File: src/rtl/team_06_echo_pkg.sv
`default_nettype none
// ============================================================================
// Module  : team_06_echo_pkg
// Purpose : Shared types, default sizes and helpers for the echo delay line.
//           Provides the controller state enum, default parameter values and
//           a saturating unsigned adder used by the mixer.
// Revision: 1.0 - initial release
// ============================================================================
package team_06_echo_pkg;

  localparam int DEF_DATA_W = 8;
  localparam int DEF_ADDR_W = 13;
  localparam int DEF_GAIN_W = 4;

  typedef enum logic [2:0] {
    S_IDLE  = 3'd0,
    S_READ  = 3'd1,
    S_MIX   = 3'd2,
    S_WRITE = 3'd3,
    S_DONE  = 3'd4
  } echo_state_t;

  // Unsigned a + b clamped to 2**w - 1. Operands are carried in 32 bits with
  // a 33-bit internal sum so the carry is never lost; w must be 1..32.
  function automatic logic [31:0] sat_add(input logic [31:0] a,
                                          input logic [31:0] b,
                                          input int unsigned w);
    logic [32:0] s;
    logic [32:0] m;
    s = {1'b0, a} + {1'b0, b};
    m = (33'd1 << w) - 33'd1;
    return (s > m) ? m[31:0] : s[31:0];
  endfunction

endpackage
`default_nettype wire

File: src/rtl/team_06_echo_mixer.sv
`default_nettype none
// ============================================================================
// Module  : team_06_echo_mixer
// Purpose : Combinational echo mix: sum = sat(dry + ((past * decay) >> GAIN_W)).
// Ports   : i_dry   - dry input sample
//           i_past  - history sample (already zeroed when history not primed)
//           i_decay - gain numerator, already clamped to 2**GAIN_W
//           o_sum   - mixed sample saturated to 2**DATA_W - 1
// Revision: 1.0 - initial release
// ============================================================================
module team_06_echo_mixer
  import team_06_echo_pkg::*;
#(
  parameter int DATA_W = DEF_DATA_W,
  parameter int GAIN_W = DEF_GAIN_W
) (
  input  logic [DATA_W-1:0] i_dry,
  input  logic [DATA_W-1:0] i_past,
  input  logic [GAIN_W:0]   i_decay,
  output logic [DATA_W-1:0] o_sum
);

  localparam int c_PROD_W = DATA_W + GAIN_W + 1;

  logic [c_PROD_W-1:0] w_prod;

  // Both operands widened to the full product width before multiplying.
  assign w_prod = {{(GAIN_W+1){1'b0}}, i_past} * {{DATA_W{1'b0}}, i_decay};

  assign o_sum = DATA_W'(sat_add(32'(w_prod >> GAIN_W), 32'(i_dry), DATA_W));

endmodule
`default_nettype wire

File: src/rtl/team_06_echo_delay_line.sv
`default_nettype none
// ============================================================================
// Module  : team_06_echo_delay_line
// Purpose : Echo engine with the feedback history kept in external SRAM.
//           Per sample: read history d back, scale by decay, mix with the dry
//           input (saturating), write the mix back as the newest history.
// Ports   : clk, rst (async, active-high)
//           i_sample_in/i_sample_valid  - dry sample + strobe
//           i_bypass                    - output the dry sample instead of mix
//           i_delay, i_decay            - echo distance and feedback gain
//           o_mem_rd_*/i_mem_rd_*       - SRAM read request/ack channel
//           o_mem_wr_*/i_mem_wr_ack     - SRAM write request/ack channel
//           o_echo_out/o_out_valid      - processed sample + strobe
//           o_busy, o_overrun           - status (overrun is sticky)
// Revision: 1.0 - initial release
// ============================================================================
module team_06_echo_delay_line
  import team_06_echo_pkg::*;
#(
  parameter int DATA_W = DEF_DATA_W,
  parameter int ADDR_W = DEF_ADDR_W,
  parameter int GAIN_W = DEF_GAIN_W
) (
  input  logic              clk,
  input  logic              rst,
  input  logic [DATA_W-1:0] i_sample_in,
  input  logic              i_sample_valid,
  input  logic              i_bypass,
  input  logic [ADDR_W-1:0] i_delay,
  input  logic [GAIN_W:0]   i_decay,
  output logic              o_mem_rd_req,
  output logic [ADDR_W-1:0] o_mem_rd_addr,
  input  logic              i_mem_rd_ack,
  input  logic [DATA_W-1:0] i_mem_rd_data,
  output logic              o_mem_wr_req,
  output logic [ADDR_W-1:0] o_mem_wr_addr,
  output logic [DATA_W-1:0] o_mem_wr_data,
  input  logic              i_mem_wr_ack,
  output logic [DATA_W-1:0] o_echo_out,
  output logic              o_out_valid,
  output logic              o_busy,
  output logic              o_overrun
);

  localparam logic [GAIN_W:0]   c_UNITY    = {1'b1, {GAIN_W{1'b0}}};
  localparam logic [ADDR_W-1:0] c_ONE      = ADDR_W'(1);
  localparam logic [ADDR_W-1:0] c_FILL_MAX = {ADDR_W{1'b1}};

  echo_state_t       r_state;
  logic [DATA_W-1:0] r_dry;
  logic [DATA_W-1:0] r_past;
  logic [GAIN_W:0]   r_decay;
  logic              r_bypass;
  logic              r_primed;
  logic [ADDR_W-1:0] r_wr_ptr;
  logic [ADDR_W-1:0] r_fill;

  logic [ADDR_W-1:0] w_delay_eff;
  logic [GAIN_W:0]   w_decay_clamped;
  logic [DATA_W-1:0] w_mix_sum;

  assign w_delay_eff     = (i_delay == '0) ? c_ONE : i_delay;
  assign w_decay_clamped = (i_decay > c_UNITY) ? c_UNITY : i_decay;

  team_06_echo_mixer #(
    .DATA_W (DATA_W),
    .GAIN_W (GAIN_W)
  ) u_mixer (
    .i_dry   (r_dry),
    .i_past  (r_past),
    .i_decay (r_decay),
    .o_sum   (w_mix_sum)
  );

  always_ff @(posedge clk or posedge rst) begin
    if (rst) begin
      r_state       <= S_IDLE;
      r_dry         <= '0;
      r_past        <= '0;
      r_decay       <= '0;
      r_bypass      <= 1'b0;
      r_primed      <= 1'b0;
      r_wr_ptr      <= '0;
      r_fill        <= '0;
      o_mem_rd_req  <= 1'b0;
      o_mem_rd_addr <= '0;
      o_mem_wr_req  <= 1'b0;
      o_mem_wr_addr <= '0;
      o_mem_wr_data <= '0;
      o_echo_out    <= '0;
      o_out_valid   <= 1'b0;
      o_busy        <= 1'b0;
      o_overrun     <= 1'b0;
    end else begin
      o_out_valid <= 1'b0;
      // Any strobe outside IDLE (DONE included) is dropped and flagged.
      if (i_sample_valid && (r_state != S_IDLE)) begin
        o_overrun <= 1'b1;
      end
      case (r_state)
        S_IDLE: begin
          if (i_sample_valid) begin
            r_dry         <= i_sample_in;
            r_bypass      <= i_bypass;
            r_decay       <= w_decay_clamped;
            // Priming decided now: history shorter than d reads as silence.
            r_primed      <= (r_fill >= w_delay_eff);
            o_mem_rd_addr <= r_wr_ptr - w_delay_eff;
            o_mem_rd_req  <= 1'b1;
            o_busy        <= 1'b1;
            r_state       <= S_READ;
          end
        end
        S_READ: begin
          if (i_mem_rd_ack) begin
            o_mem_rd_req <= 1'b0;
            r_past       <= r_primed ? i_mem_rd_data : '0;
            r_state      <= S_MIX;
          end
        end
        S_MIX: begin
          o_mem_wr_req  <= 1'b1;
          o_mem_wr_addr <= r_wr_ptr;
          o_mem_wr_data <= w_mix_sum;
          r_state       <= S_WRITE;
        end
        S_WRITE: begin
          if (i_mem_wr_ack) begin
            o_mem_wr_req <= 1'b0;
            r_wr_ptr     <= r_wr_ptr + c_ONE;
            if (r_fill != c_FILL_MAX) begin
              r_fill <= r_fill + c_ONE;
            end
            o_out_valid <= 1'b1;
            // The write data register still holds the mixed sum here.
            o_echo_out  <= r_bypass ? r_dry : o_mem_wr_data;
            r_state     <= S_DONE;
          end
        end
        S_DONE: begin
          o_busy  <= 1'b0;
          r_state <= S_IDLE;
        end
        default: begin
          r_state <= S_IDLE;
        end
      endcase
    end
  end

endmodule
`default_nettype wire

File: config.mk
export PLATFORM = sky130hd
export DESIGN_NAME = team_06_echo_delay_line
export DESIGN_NICKNAME = d
export VERILOG_FILES = /design/src/rtl/team_06_echo_pkg.sv /design/src/rtl/team_06_echo_mixer.sv /design/src/rtl/team_06_echo_delay_line.sv
export SDC_FILE = /design/constraint.sdc
export NUM_CORES = 1
export LEC_CHECK = 0
export CAP_MARGIN = 10
export CORE_ASPECT_RATIO = 2
export CORE_MARGIN = 4
export CORE_UTILIZATION = 60
export CTS_BUF_LIST = sky130_fd_sc_hd__clkbuf_16
export CTS_CLUSTER_SIZE = 8
export DETAILED_ROUTE_END_ITERATION = 8
export GPL_TIMING_DRIVEN = 0
export MAX_ROUTING_LAYER = met4
export PLACE_DENSITY = 0.86
export RECOVER_POWER = 100
export SLEW_MARGIN = 20
export SYNTH_ARGS = -nofsm -noshare
export SYNTH_HDL_FRONTEND = slang
export SYNTH_SLANG_ARGS = --single-unit
File: constraint.sdc
create_clock -name clk -period 8.6 [get_ports clk]
set_input_delay 1.72 -clock clk [delete_from_list [all_inputs] [get_ports clk]]
set_output_delay 1.72 -clock clk [all_outputs]
set_load 0.03 [all_outputs]
**Yosys cells after proc, flatten, opt, wreduce, memory -nomap -nowiden**

Cells that the tools add are included.

- Bits in registers: 99
- Bits of input ports: 40
- Output and inout bits: 47
- Word-level logic and storage cells: 65

- $add $sub $neg: 4
- Multiply operators: 1
- Order comparisons: 3
- Eq/ne operators: 8
- Muxes and demuxes: 17
- Reduce and logical (&&, ||, !) cells: 15

Operators with widths:

| cell | number |
|---|---|
| 13-bit by 1-bit adder with 13-bit output, second input constant | 2 |
| 8-bit two-way mux | 3 |
| 13-bit >= comparator | 1 |
| 13-bit zero test | 1 |
| 8-bit by 5-bit multiplier with 13-bit output | 1 |
| 13-bit two-way mux | 1 |
| 13-bit inequality test, second input constant | 1 |
| 13-bit subtractor | 1 |
| 3-bit one-hot mux with 4 select lines | 1 |
| 9-bit by 8-bit adder with 10-bit output | 1 |
| 10-bit by 8-bit > comparator with 1-bit output, second input constant | 1 |
| 2-bit AND reduction | 5 |
| 3-bit two-way mux | 3 |
| 3-bit AND reduction | 3 |
| 3-bit by 2-bit equality test with 1-bit output, second input constant | 2 |
| 2-bit inequality test, second input constant | 3 |
| 1-bit one-hot mux with 2 select lines | 3 |
| 2-bit nonzero test | 3 |
| 5-bit > comparator, second input constant | 1 |
| 1-bit two-way mux | 5 |
| 5-bit two-way mux | 1 |
| 3-bit by 1-bit equality test with 1-bit output, second input constant | 1 |
| 3-bit equality test, second input constant | 1 |
| 3-bit zero test | 1 |
| other kinds (2) | 2 |

**Depth between registers and ports, before layout**

Gate-level depths: netlist of run 1.

- Depth after elaboration: 4
- Depth in mapped cells: 23
- Gate-level depth less buffers: 23

**Cells and area by module**

Synthesis of run 1 repeated with hierarchy kept, for this count alone.

- Cell total of the unflattened synthesis: 661
- Area, all modules: 6462.4 sq um

By module, submodules not included:

| module | times used | cells each | area an instance (sq um) | sequential area each (sq um) |
|---|---|---|---|---|
| team_06_echo_delay_line | 1 | 476 | 4943.5 | 2477.4 |
| team_06_echo_mixer | 1 | 185 | 1519.0 | 0.0 |

**Worst setup path after synthesis of run 1**

No wires, ideal clock.

- Path type: register to register
- Start: reg r_decay[4]
- End: reg o_mem_wr_data[7]
- Library setup time: 0.127 ns
- Arrival time: 4.810 ns
- Required time: 8.473 ns
- Slack: 3.663 ns
- Stages on the path, launching flop included: 20
- Path buffers: 0
- Period minus slack after synthesis: 4.937 ns
- Cell sequence: dfrtp_1 -> and2_1 -> fa_1 -> fa_1 -> inv_1 -> fa_1 -> inv_1 -> ha_1 -> nand4_1 -> o211ai_2 -> nor2_1 -> nor2b_1 -> nor2_1 -> xnor2_1 -> ha_1 -> or2_2 -> o311a_1 -> o211ai_2 -> a41oi_1 -> o32a_2

- Cells in the longest elaborated chain, start to end: 4

Ends and longest elaborated chain:

| element | RTL line | RTL |
|---|---|---|
| from (decl) | team_06_echo_delay_line.sv:52 | `logic [GAIN_W:0] r_decay;` |
| from (signal assigned) | team_06_echo_delay_line.sv:105 | `r_decay <= w_decay_clamped;` |
| 8-bit by 5-bit multiplier with 13-bit output (*) | team_06_echo_mixer.sv:28 | `assign w_prod = {{(GAIN_W+1){1'b0}}, i_past} * {{DATA_W{1'b0}}, i_decay};` |
| 9-bit by 8-bit adder with 10-bit output (*) | team_06_echo_pkg.sv:30 | `s = {1'b0, a} + {1'b0, b};` |
| 10-bit by 8-bit > comparator with 1-bit output | team_06_echo_pkg.sv:32 | `return (s > m) ? m[31:0] : s[31:0];` |
| 8-bit two-way mux (*) | team_06_echo_pkg.sv:32 |  |
| to (signal assigned) | team_06_echo_delay_line.sv:124 | `o_mem_wr_data <= w_mix_sum;` |
| to (decl) | team_06_echo_delay_line.sv:37 | `output logic [DATA_W-1:0] o_mem_wr_data,` |

Every way passes the cells marked *; elsewhere a longest branch is shown, timed or not.
A chain may end at the register's enable or synchronous reset.

==> run summary, run 1 <==
===============================================================================================
Row count ........................................................................           52
Asr flop ratio synth .............................................................         100%
Mux share of post-synthesis cell area ............................................        5.89%
Footprint of the flip-flops and latches ..........................................   2480 sq um
Post-route ant nets ..............................................................            0
Die Wd ...........................................................................      80.4 um
Antenna violations before repair .................................................            0
Most common cell after layout, fill and taps aside ............................... sky130_fd_sc_hd__dfrtp_1
Number of buffers and inverters on the critical path .............................            3
Cell chosen for the clock root ................................................... sky130_fd_sc_hd__clkbuf_16
Maximum clock path buffer count ..................................................            2
Violations in the final reports .................................................. capacitance limit, slew limit
Number of endpoints with negative hold slack in the final report .................            0
Pins over their slew limit .......................................................           77
Yosys reg bits ...................................................................           99
Count of fill cells added during filler insertion ................................          753
Post-CTS setup buffer count ......................................................            0
TritonCTS Buffers ................................................................            9
Net count of the mapped netlist ..................................................          744
Sort of element at the start of the critical path ................................   input port
Dominant combinational cell family by area after synthesis .......................  adder cells
Vias after detailed routing ......................................................         5141
Outcome .......................................................................... finished with violations
# nets final .....................................................................          842
Effective utilization at floorplan ...............................................        61.5%
Xor and xnor area share after synthesis ..........................................        6.25%
Arrival @ worst endpoint .........................................................      5.77 ns
Total Negative Setup Slacks ......................................................         0 ns
Setup slack after layout .........................................................      2.37 ns
Total wirelength of the detailed-routed design ...................................     16100 um
Syn Area/Cell ....................................................................   9.98 sq um
Clock latency on the worst-skew pair .............................................      0.34 ns
Leakage component of the power ...................................................      3.70 nW
Maximum number of pins on one net before global-route repair .....................           77
Unrepaired setup endpoints after global routing ..................................        false
Worst min-delay path category ....................................................   reg -> reg
Area of the mapped netlist .......................................................   6290 sq um
P per Cell Area ..................................................................  258 nW/um^2
Main flop type after synthesis ................................................... sky130_fd_sc_hd__dfrtp_1
DIE AREA .........................................................................  12300 sq um
Setup-failing EPs final ..........................................................            0
CTS tree .........................................................................          yes
Sequential area share after synthesis ............................................        39.4%
Area of combinational cells with multiple inputs .................................   3600 sq um
Hold buffers post-CTS ............................................................            0
Routed WL per cell ...............................................................      18.5 um
Number of max-cap violations .....................................................            1
Largest clock skew in the final design ...........................................   0.00713 ns
Area share of and/or/nand/nor cells after synthesis ..............................        16.9%
Clock input transition at the sequential cells of the worst setup and hold paths .      0.07 ns
# DRC ............................................................................            0
Period minus WS final ............................................................      6.23 ns
Data required time at the worst endpoint .........................................      8.14 ns
Period Utilization, post-route ...................................................        72.4%
Worst-path fanout max ............................................................           76
Diodes inserted ..................................................................            0
Count of clock tree sinks ........................................................           99
Min Hold Slack ...................................................................     0.485 ns
Final HPWL from detailed placement ...............................................     12800 um
Critical-path cell list .......................................................... dlygate4sd3_1, clkinvlp_2, clkbuf_1
Achievable clock frequency .......................................................      161 MHz
Wire length of the first global-routing pass .....................................     26600 um
Worst path slowest cell .......................................................... sky130_fd_sc_hd__clkbuf_1
Commonest cells after routing, fill and taps aside ............................... sky130_fd_sc_hd__dfrtp_1 (99), sky130_fd_sc_hd__nand2_1 (81), sky130_fd_sc_hd__ha_1 (55)
Number of buffer cells added on primary ports ....................................           86
First drt pass iteration count ...................................................            5
Gr ovfl total ....................................................................            0
Class of the most critical setup path ............................................  in -> async
Tot GR Track Use .................................................................        28.8%
Synth Area in Compound Gates .....................................................        11.5%
Initial drt markers ..............................................................          239
Post-synth cell types ............................................................           56
Worst setup timing slack at the placement stage ..................................      3.11 ns
Cells after synthesis ............................................................          630
Share of final-layout standard cells stronger than drive strength 1 ..............        7.09%
Growth of design area from synthesis to finish ...................................        20.7%
Transition at the pin with the smallest max-transition slack .....................      3.94 ns
Number of synthesized flops with an enable pin ...................................            0
Floorplan die height .............................................................       153 um
Fraction of the mapped netlist area in adder cells ...............................        17.0%
Number of primary I/O pins .......................................................           87
Gp weighted congestion ...........................................................        0.981
Max rail drop VDD ................................................................     0.231 mV
Area of the core region ..........................................................  10200 sq um
Yosys Warn Count .................................................................            0
Vias per cell ....................................................................         5.92
Category of cells accounting for the largest share of critical-path delay ........ buffers and inverters
Headroom to the max-slew limit ...................................................        -162%
Number of global-route vias before repair ........................................         5602
Slowest stage delay, CP ..........................................................      2.81 ns
Post-cts repair resize count .....................................................            0
Clock H-tree levels ..............................................................            3
Type of destination of the critical path .........................................    async pin
===============================================================================================
[per-layer routing]
layer	global-route usage (%)	vias to the layer above	share of wire, %
met1	28.9	2543	34
met3	4.50	79	3.3
met2	50.2	161	56
met4	18.2	0	7.5
li1	-	2358	-
met5	-	-	0
[through the flow]
step | total power, mW | area [sq um] | util, % | cells
3_3_place_gp | 1.57 | 7320 | 71.6 | 851
4_1_cts | 2.00 | 7630 | 74.7 | 868
6_report | 1.96 | 7590 | 74.3 | 868
3_5_place_dp | 1.61 | 7350 | 71.9 | 852
2_1_floorplan | 1.26 | 6290 | - | 630
5_1_grt | 2.08 | 7590 | 74.3 | 868
[state kept, by name (all words and copies together) (netlist names), 3 cells and up]
signal / count
r_dry: 8
o_echo_out: 8
r_decay: 5
r_past: 8
r_state: 3
o_mem_rd_addr: 13
r_wr_ptr: 13
o_mem_wr_data: 8
o_mem_wr_addr: 13
r_fill: 13
[cells in the mapped netlist, types with 2 or more instances]
master	n	area share, %
sky130_fd_sc_hd__mux2i_1	10	1.6
sky130_fd_sc_hd__buf_1	2	0.12
sky130_fd_sc_hd__fa_1	19	6.1
sky130_fd_sc_hd__inv_1	37	2.2
sky130_fd_sc_hd__o31ai_1	2	0.24
sky130_fd_sc_hd__nor2b_1	7	0.70
sky130_fd_sc_hd__or3_1	2	0.20
sky130_fd_sc_hd__o21a_1	8	0.96
sky130_fd_sc_hd__nand3_1	9	0.72
sky130_fd_sc_hd__and3_1	6	0.60
sky130_fd_sc_hd__nor4_1	4	0.40
sky130_fd_sc_hd__mux2_2	24	4.3
sky130_fd_sc_hd__a211oi_1	4	0.48
sky130_fd_sc_hd__and2_2	4	0.48
sky130_fd_sc_hd__dfrtp_1	99	39
sky130_fd_sc_hd__a21o_1	5	0.60
sky130_fd_sc_hd__a21oi_1	20	1.6
sky130_fd_sc_hd__a21boi_0	2	0.24
sky130_fd_sc_hd__nor2_1	38	2.3
sky130_fd_sc_hd__nand4b_1	2	0.28
sky130_fd_sc_hd__o21bai_1	3	0.36
sky130_fd_sc_hd__and2_1	23	2.3
sky130_fd_sc_hd__xor2_1	15	2.1
sky130_fd_sc_hd__nor3_1	8	0.64
sky130_fd_sc_hd__nand4_1	9	0.90
sky130_fd_sc_hd__o211ai_1	4	0.48
sky130_fd_sc_hd__or2_2	2	0.20
sky130_fd_sc_hd__o21ai_0	48	3.8
sky130_fd_sc_hd__nand2b_1	12	1.2
sky130_fd_sc_hd__and4_1	3	0.42
sky130_fd_sc_hd__clkbuf_1	12	0.72
sky130_fd_sc_hd__xnor2_1	28	3.9
sky130_fd_sc_hd__ha_1	55	11
sky130_fd_sc_hd__o211ai_2	2	0.40
sky130_fd_sc_hd__nand2_1	81	4.8
[final cells by class]
type	instances	area share, %
timing repair buffer	87	11.4
buffer	14	0.693
inverter	37	1.85
tap	135	2.23
sequential	99	32.7
clock inverter	7	0.775
multi-input combinational	480	47.4
clock buffer	9	2.97
[cells by family after synthesis]
group	after synthesis
buffers and inverters	51
AO/OA/AOI/OAI	113
adder cells (fa/ha/maj)	74
multiplexers	34
flip-flops	99
XOR/XNOR	44
AND/OR/NAND/NOR	215
[worst reg2reg max path, delay by kind of cell, from the launching register on]
family / cells / cell delay (ns)
AND/OR/NAND/NOR: 7 / 1.22
adder cells (fa/ha/maj): 5 / 2.28
buffers and inverters: 2 / 0.10
AO/OA/AOI/OAI: 6 / 1.56
XOR/XNOR: 1 / 0.14
flip-flops: 1 / 0.48
[worst paths after layout]
path                                                     end  slack [ns]                startpoint  depth (start not counted)
worst max-delay path                o_mem_rd_req$_DFFE_PP0P_        2.37                       rst                          3
worst min-delay path                o_mem_wr_req$_DFFE_PP0P_        0.48  o_mem_wr_req$_DFFE_PP0P_                          1
worst max register to register  o_mem_wr_data[3]$_DFFE_PP0P_        2.69    r_decay[4]$_DFFE_PP0P_                         21
worst min register to register      o_mem_wr_req$_DFFE_PP0P_        0.48  o_mem_wr_req$_DFFE_PP0P_                          1
max in group clk                o_mem_wr_data[3]$_DFFE_PP0P_        2.69    r_decay[4]$_DFFE_PP0P_                         21
min in group asynchronous                 o_busy$_DFFE_PP0P_        2.02                       rst                          2
[power breakdown]
part / internal [mW] / switching [mW] / total [mW]
clock network: 0.202 / 0.188 / 0.390
logic: 0.333 / 0.472 / 0.805
registers: 0.609 / 0.156 / 0.765
Power figures use the tool's default switching activity.
==> run 2: changes to the inputs <==
CORE_UTILIZATION = 56   (was 60)
PLACE_DENSITY = 0.81   (was 0.86)
clock period = 6.41 ns   (was 8.6 ns; I/O delays follow)
==> run summary, run 2 (synthesis gave the netlist of run 1 again) <==
===============================================================================================
Period Utilization, post-route ...................................................        90.5%
Setup-failing EPs final ..........................................................            0
Gp weighted congestion ...........................................................        0.950
Initial drt markers ..............................................................          233
Critical path depth in cells .....................................................           21
Maximum clock path buffer count ..................................................            2
Share of final-layout standard cells stronger than drive strength 1 ..............        7.23%
Tot GR Track Use .................................................................        26.1%
Antenna violations before repair .................................................            0
Post-cts repair resize count .....................................................            0
Cell type with the highest occurrence count on the critical path ................. sky130_fd_sc_hd__fa_1
Net switching power ..............................................................      1.10 mW
Number of primary I/O pins .......................................................           87
Headroom to the max-slew limit ...................................................       -62.2%
Clock latency on the worst-skew pair .............................................      0.35 ns
Worst Min Path Start ............................................................. o_echo_out[0]$_DFFE_PP0P_
Type of destination of the critical path .........................................    flip-flop
Routed WL per cell ...............................................................      18.4 um
Vias after detailed routing ......................................................         5041
Total wirelength of the detailed-routed design ...................................     16000 um
Cell chosen for the clock root ................................................... sky130_fd_sc_hd__clkbuf_16
Unrepaired setup endpoints after global routing ..................................        false
Hold buffers post-CTS ............................................................            0
P per Cell Area ..................................................................  355 nW/um^2
Violations in the final reports .................................................. capacitance limit, slew limit
Worst reg2reg path depth .........................................................           21
Number of buffers and inverters on the critical path .............................            2
Number of buffer cells added on primary ports ....................................           86
Largest clock skew in the final design ...........................................   0.00841 ns
Number of max-cap violations .....................................................            2
Growth of design area from synthesis to finish ...................................        21.4%
Switching power as a share of total power ........................................        40.5%
Sort of element at the start of the critical path ................................    flip-flop
Diodes inserted ..................................................................            0
Maximum number of pins on one net before global-route repair .....................           56
Outcome .......................................................................... finished with violations
Final HPWL from detailed placement ...............................................     12800 um
Comb power frac ..................................................................        40.5%
Class of the most critical setup path ............................................   reg -> reg
Gr ovfl total ....................................................................            0
Sequential Power Share ...........................................................        37.8%
Number of endpoints with negative hold slack in the final report .................            0
# nets final .....................................................................          842
CTS tree .........................................................................          yes
Count of fill cells added during filler insertion ................................          870
Commonest cells after routing, fill and taps aside ............................... sky130_fd_sc_hd__dfrtp_1 (99), sky130_fd_sc_hd__nand2_1 (81), sky130_fd_sc_hd__ha_1 (55)
Wire length of the first global-routing pass .....................................     26300 um
Share of total power in the clock network ........................................        21.8%
Number of global-route vias before repair ........................................         5329
Count of clock tree sinks ........................................................           99
Effective utilization at floorplan ...............................................        57.4%
Floorplan die height .............................................................       158 um
Most common cell after layout, fill and taps aside ............................... sky130_fd_sc_hd__dfrtp_1
Clock input transition at the sequential cells of the worst setup and hold paths .      0.07 ns
Transition at the pin with the smallest max-transition slack .....................      2.42 ns
Slowest stage delay, CP ..........................................................      0.63 ns
Row count ........................................................................           54
Area of the core region ..........................................................  10900 sq um
Pins over their slew limit .......................................................          102
Total Negative Setup Slacks ......................................................         0 ns
Post-route ant nets ..............................................................            0
Worst min-delay path category ....................................................   reg -> reg
Leakage component of the power ...................................................      3.73 nW
First drt pass iteration count ...................................................            4
DIE AREA .........................................................................  13100 sq um
Arrival @ worst endpoint .........................................................      6.02 ns
Startpoint of the lowest-slack register-to-register path ......................... r_decay[4]$_DFFE_PP0P_
Data required time at the worst endpoint .........................................      6.63 ns
Post-CTS setup buffer count ......................................................            0
Worst-path fanout max ............................................................           10
Launching instance or port of the critical path .................................. r_decay[4]$_DFFE_PP0P_
Max rail drop VDD ................................................................     0.242 mV
Hold path cells ..................................................................            2
Die Wd ...........................................................................      82.9 um
Critical-path cell list .......................................................... and2_0, fa_1, fa_1, inv_1, fa_1, inv_1, ha_1, nand4_1, o211ai_2, nor2_1, nor2b_1, nor2_1, xnor2_1, ha_1, or2_2, o311a_1, o211ai_1, nand3_1, o211ai_1, o21a_1, a21oi_1
Vias per cell ....................................................................         5.77
# DRC ............................................................................            0
Achievable clock frequency .......................................................      172 MHz
Category of cells accounting for the largest share of critical-path delay ........  adder cells
Total internal power .............................................................      1.61 mW
Period minus WS final ............................................................      5.80 ns
Min Hold Slack ...................................................................     0.481 ns
Clock H-tree levels ..............................................................            3
TritonCTS Buffers ................................................................            9
Worst path slowest cell .......................................................... sky130_fd_sc_hd__o211ai_1
===============================================================================================
-- run 2: cell count changes in the layout (fill, tap and decap cells not counted), sizes merged --
cell,change
clkinv,-2
bufinv,+2
-- run 2: worst paths after layout --
path                                                 to  slack, ns
max in group asynchronous  o_mem_wr_addr[7]$_DFFE_PP0P_       1.42
hold reg to reg               o_echo_out[0]$_DFFE_PP0P_       0.48
setup / recovery           o_mem_wr_data[3]$_DFFE_PP0P_       0.61
hold / removal                o_echo_out[0]$_DFFE_PP0P_       0.48
setup reg to reg           o_mem_wr_data[3]$_DFFE_PP0P_       0.61
min in group asynchronous      o_mem_wr_req$_DFFE_PP0P_       2.05
-- run 2: per-layer routing --
metal	share of wire, %	vias up	GRT usage [%]
met2	56	139	47.9
met3	3.1	51	3.80
met5	0	-	-
li1	-	2357	-
met4	5.3	0	14.7
met1	36	2494	26.2
-- run 2: cell type report --
| type | instances | area [sq um] | area share, % |
|---|---|---|---|
| buffer | 14 | 52.6 | 0.689 |
| clock buffer | 9 | 225 | 2.95 |
| clock inverter | 7 | 98.8 | 1.30 |
| inverter | 37 | 140 | 1.84 |
| multi-input combinational | 480 | 3600 | 47.1 |
| sequential | 99 | 2480 | 32.5 |
| tap | 140 | 175 | 2.30 |
| timing repair buffer | 87 | 865 | 11.3 |
-- run 2: per-stage QoR --
stage / utilization [%] / instance area [sq um] / std cells / power [mW] / setup WS (ns)
after floorplan: - / 6290 / 630 / 1.69 / 1.47
after global placement: 66.9 / 7320 / 856 / 2.13 / 1.07
after detailed placement: 67.1 / 7350 / 857 / 2.18 / 0.946
after CTS: 70.1 / 7670 / 873 / 2.77 / 0.891
after global routing: 69.7 / 7630 / 873 / 2.86 / 0.363
final: 69.7 / 7630 / 873 / 2.71 / 0.607
-- run 2: power by group through the flow --
stage	Combinational, mW	Clock [mW]	Sequential, mW
6_report	1.10	0.590	1.02
5_1_grt	1.19	0.624	1.05
4_1_cts	1.15	0.598	1.03
3_5_place_dp	1.14	0	1.03
3_3_place_gp	1.11	0	1.02
2_1_floorplan	0.510	0	1.18
-- run 2: worst register-to-register path, delay by kind of cell (launching register included) --
kind / cells / cell delay, ns
compound gates: 6 / 1.54
xor+xnor: 1 / 0.18
fa+ha+maj: 5 / 2.21
buf+inv: 2 / 0.09
flops: 1 / 0.47
simple gates: 7 / 1.17
==> run 3: changes to the inputs <==
ABC_AREA = 1   (was default)
CORE_UTILIZATION = 57   (was 56)
PLACE_DENSITY = 0.82   (was 0.81)
==> run summary, run 3 <==
===============================================================================================
Vias after detailed routing ......................................................         6052
Arrival @ worst endpoint .........................................................      5.55 ns
# nets final .....................................................................         1082
Headroom to the max-slew limit ...................................................        7.41%
Final HPWL from detailed placement ...............................................     14400 um
Diodes inserted ..................................................................            0
Gp weighted congestion ...........................................................        0.979
Share of Yosys cell area claimed by the top area cell type .......................        36.5%
Clock latency on the worst-skew pair .............................................      0.36 ns
Number of synthesized flops with an enable pin ...................................            0
Vias per cell ....................................................................         5.41
Maximum clock path buffer count ..................................................            2
Max rail drop VDD ................................................................     0.274 mV
Routed WL per cell ...............................................................      16.3 um
Total Negative Setup Slacks ......................................................         0 ns
Placed instance area .............................................................   7870 sq um
Main flop type after synthesis ................................................... sky130_fd_sc_hd__dfrtp_1
Clock H-tree levels ..............................................................            3
Synth cell count leaders ......................................................... sky130_fd_sc_hd__nand2_1 (251), sky130_fd_sc_hd__inv_1 (123), sky130_fd_sc_hd__dfrtp_1 (99)
Area of the mapped netlist .......................................................   6790 sq um
Asr flop ratio synth .............................................................         100%
Period minus WS final ............................................................      5.27 ns
Commonest cells after routing, fill and taps aside ............................... sky130_fd_sc_hd__nand2_1 (252), sky130_fd_sc_hd__inv_1 (125), sky130_fd_sc_hd__dfrtp_1 (99)
DIE AREA .........................................................................  13800 sq um
Worst path slowest cell .......................................................... sky130_fd_sc_hd__fa_1
Setup-failing EPs final ..........................................................            0
Number of primary I/O pins .......................................................           87
First drt pass iteration count ...................................................            5
Biggest area contributors in the synthesized netlist ............................. sky130_fd_sc_hd__dfrtp_1 (36%), sky130_fd_sc_hd__nand2_1 (14%), sky130_fd_sc_hd__ha_1 (10%)
Sort of element at the start of the critical path ................................    flip-flop
Unrepaired setup endpoints after global routing ..................................        false
Post-cts repair resize count .....................................................            0
Die Wd ...........................................................................      85.2 um
Net count of the mapped netlist ..................................................          984
Outcome .......................................................................... complete, no violations
Count of fill cells added during filler insertion ................................          964
# DRC ............................................................................            0
Number of global-route vias before repair ........................................         6384
CTS tree .........................................................................          yes
TritonCTS Buffers ................................................................            9
Worst min-delay path category ....................................................   reg -> reg
Slowest stage delay, CP ..........................................................      0.55 ns
Row count ........................................................................           56
Most common cell after layout, fill and taps aside ............................... sky130_fd_sc_hd__nand2_1
Number of cells in the finished layout apart from fillers ........................         1118
Pins over their slew limit .......................................................            0
Tot GR Track Use .................................................................        28.5%
Post-CTS setup buffer count ......................................................            0
Antenna violations before repair .................................................            0
Growth of design area from synthesis to finish ...................................        19.5%
Cells after synthesis ............................................................          870
Number of instances in the placed design .........................................         1102
Total non-filler cell area in the finished layout ................................   8110 sq um
Class of the most critical setup path ............................................   reg -> reg
Critical-path cell list .......................................................... clkbuf_1, nand2_1, inv_1, fa_1, fa_1, inv_1, fa_1, inv_1, ha_1, a21oi_1, o21ai_0, a21oi_1, nor2_1, nor2_1, xor2_1, inv_1, ha_1, a21oi_1, o21ai_0, a21oi_1, nor2_1, nand2_1, nand2_1, a21oi_1
Yosys Warn Count .................................................................            0
Post-route ant nets ..............................................................            0
Largest clock skew in the final design ...........................................    0.0112 ns
Cell type with the highest occurrence count on the critical path ................. sky130_fd_sc_hd__a21oi_1
Count of clock tree sinks ........................................................           99
Clock input transition at the sequential cells of the worst setup and hold paths .      0.08 ns
Number of max-cap violations .....................................................            0
Data required time at the worst endpoint .........................................      6.69 ns
Total wirelength of the detailed-routed design ...................................     18300 um
Number of endpoints with negative hold slack in the final report .................            0
Area of the core region ..........................................................  11700 sq um
Gr ovfl total ....................................................................            0
Footprint of the flip-flops and latches ..........................................   2480 sq um
Sequential area share after synthesis ............................................        36.5%
Period Utilization, post-route ...................................................        82.2%
Most repeated cell in the gate-level netlist after synthesis ..................... sky130_fd_sc_hd__nand2_1
Setup slack of the worst register-to-register path ...............................      1.14 ns
Worst-path fanout max ............................................................            9
Yosys reg bits ...................................................................           99
Cell chosen for the clock root ................................................... sky130_fd_sc_hd__clkbuf_16
Wire length of the first global-routing pass .....................................     30200 um
Share of final-layout standard cells stronger than drive strength 1 ..............        3.60%
P per Cell Area ..................................................................  388 nW/um^2
Top cell type by total area after synthesis ...................................... sky130_fd_sc_hd__dfrtp_1
Initial drt markers ..............................................................          262
Effective utilization at floorplan ...............................................        58.0%
Hold buffers post-CTS ............................................................            0
Floorplan die height .............................................................       162 um
Maximum number of pins on one net before global-route repair .....................           73
Achievable clock frequency .......................................................      190 MHz
Post-synth cell types ............................................................           43
Leakage component of the power ...................................................      4.35 nW
Number of buffer cells added on primary ports ....................................           86
Type of destination of the critical path .........................................    flip-flop
Transition at the pin with the smallest max-transition slack .....................      1.38 ns
Syn Area/Cell ....................................................................   7.80 sq um
Area of combinational cells with multiple inputs .................................   3680 sq um
===============================================================================================
[run 3: path summary, 6_finish.rpt]
kind,from,end,depth (start not counted)
max in group asynchronous,rst,r_bypass$_DFFE_PP0P_,3
max,r_decay[2]$_DFFE_PP0P_,o_mem_wr_data[3]$_DFFE_PP0P_,24
max reg2reg,r_decay[2]$_DFFE_PP0P_,o_mem_wr_data[3]$_DFFE_PP0P_,24
min,o_mem_wr_req$_DFFE_PP0P_,o_mem_wr_req$_DFFE_PP0P_,2
min reg2reg,o_mem_wr_req$_DFFE_PP0P_,o_mem_wr_req$_DFFE_PP0P_,2
min in group asynchronous,rst,r_fill[6]$_DFFE_PP0P_,2
[run 3: cell type report]
cell class | count | share of cell area, %
Multi-Input combinational cell | 622 | 45.4
Sequential cell | 99 | 30.5
Timing Repair Buffer | 87 | 10.9
Inverter | 127 | 5.89
Clock buffer | 9 | 2.78
Tap cell | 145 | 2.24
Buffer | 22 | 1.16
Clock inverter | 7 | 1.09
[run 3: cell families (layout without fill, tap and decap cells)]
family | count (synthesis) | after routing | share of synthesized area [%]
buf+inv | 149 | 252 | 8.75
flops | 99 | 99 | 36.5
fa+ha+maj | 74 | 74 | 15.7
compound gates | 133 | 133 | 11.0
simple gates | 381 | 381 | 23.7
xor+xnor | 34 | 34 | 4.39
[run 3: critical path: cells and delay by family, from the launching register on]
family                   cells  cell delay, ns
adder cells (fa/ha/maj)      5            2.20
AO/OA/AOI/OAI                7            1.26
AND/OR/NAND/NOR              6            0.61
buffers and inverters        5            0.61
flip-flops                   1            0.33
XOR/XNOR                     1            0.19
[run 3: through the flow]
step           hold WS, ns  util [%]  total power, mW  worst slack (ns)
3_5_place_dp         0.463      67.2             2.65              1.26
3_3_place_gp         0.456      66.9             2.62              1.01
4_1_cts              0.482      69.9             3.23              1.23
6_report             0.470      69.3             3.15              1.14
2_1_floorplan        0.469         -             2.04              1.85
5_1_grt              0.509      69.3             3.37             0.669
[run 3: report_power, final]
group	switching [mW]	total, mW	internal [mW]
Clock	0.288	0.569	0.282
Combinational	0.994	1.52	0.529
Sequential	0.193	1.05	0.860
[run 3: per-layer routing]
| layer | vias to the layer above | global-route usage (%) | routed length [um] |
|---|---|---|---|
| li1 | 2973 | - | - |
| met1 | 2847 | 27.8 | 6250 |
| met2 | 162 | 53.4 | 10500 |
| met3 | 70 | 3.49 | 517 |
| met4 | 0 | 14.8 | 1040 |
| met5 | - | - | 0 |
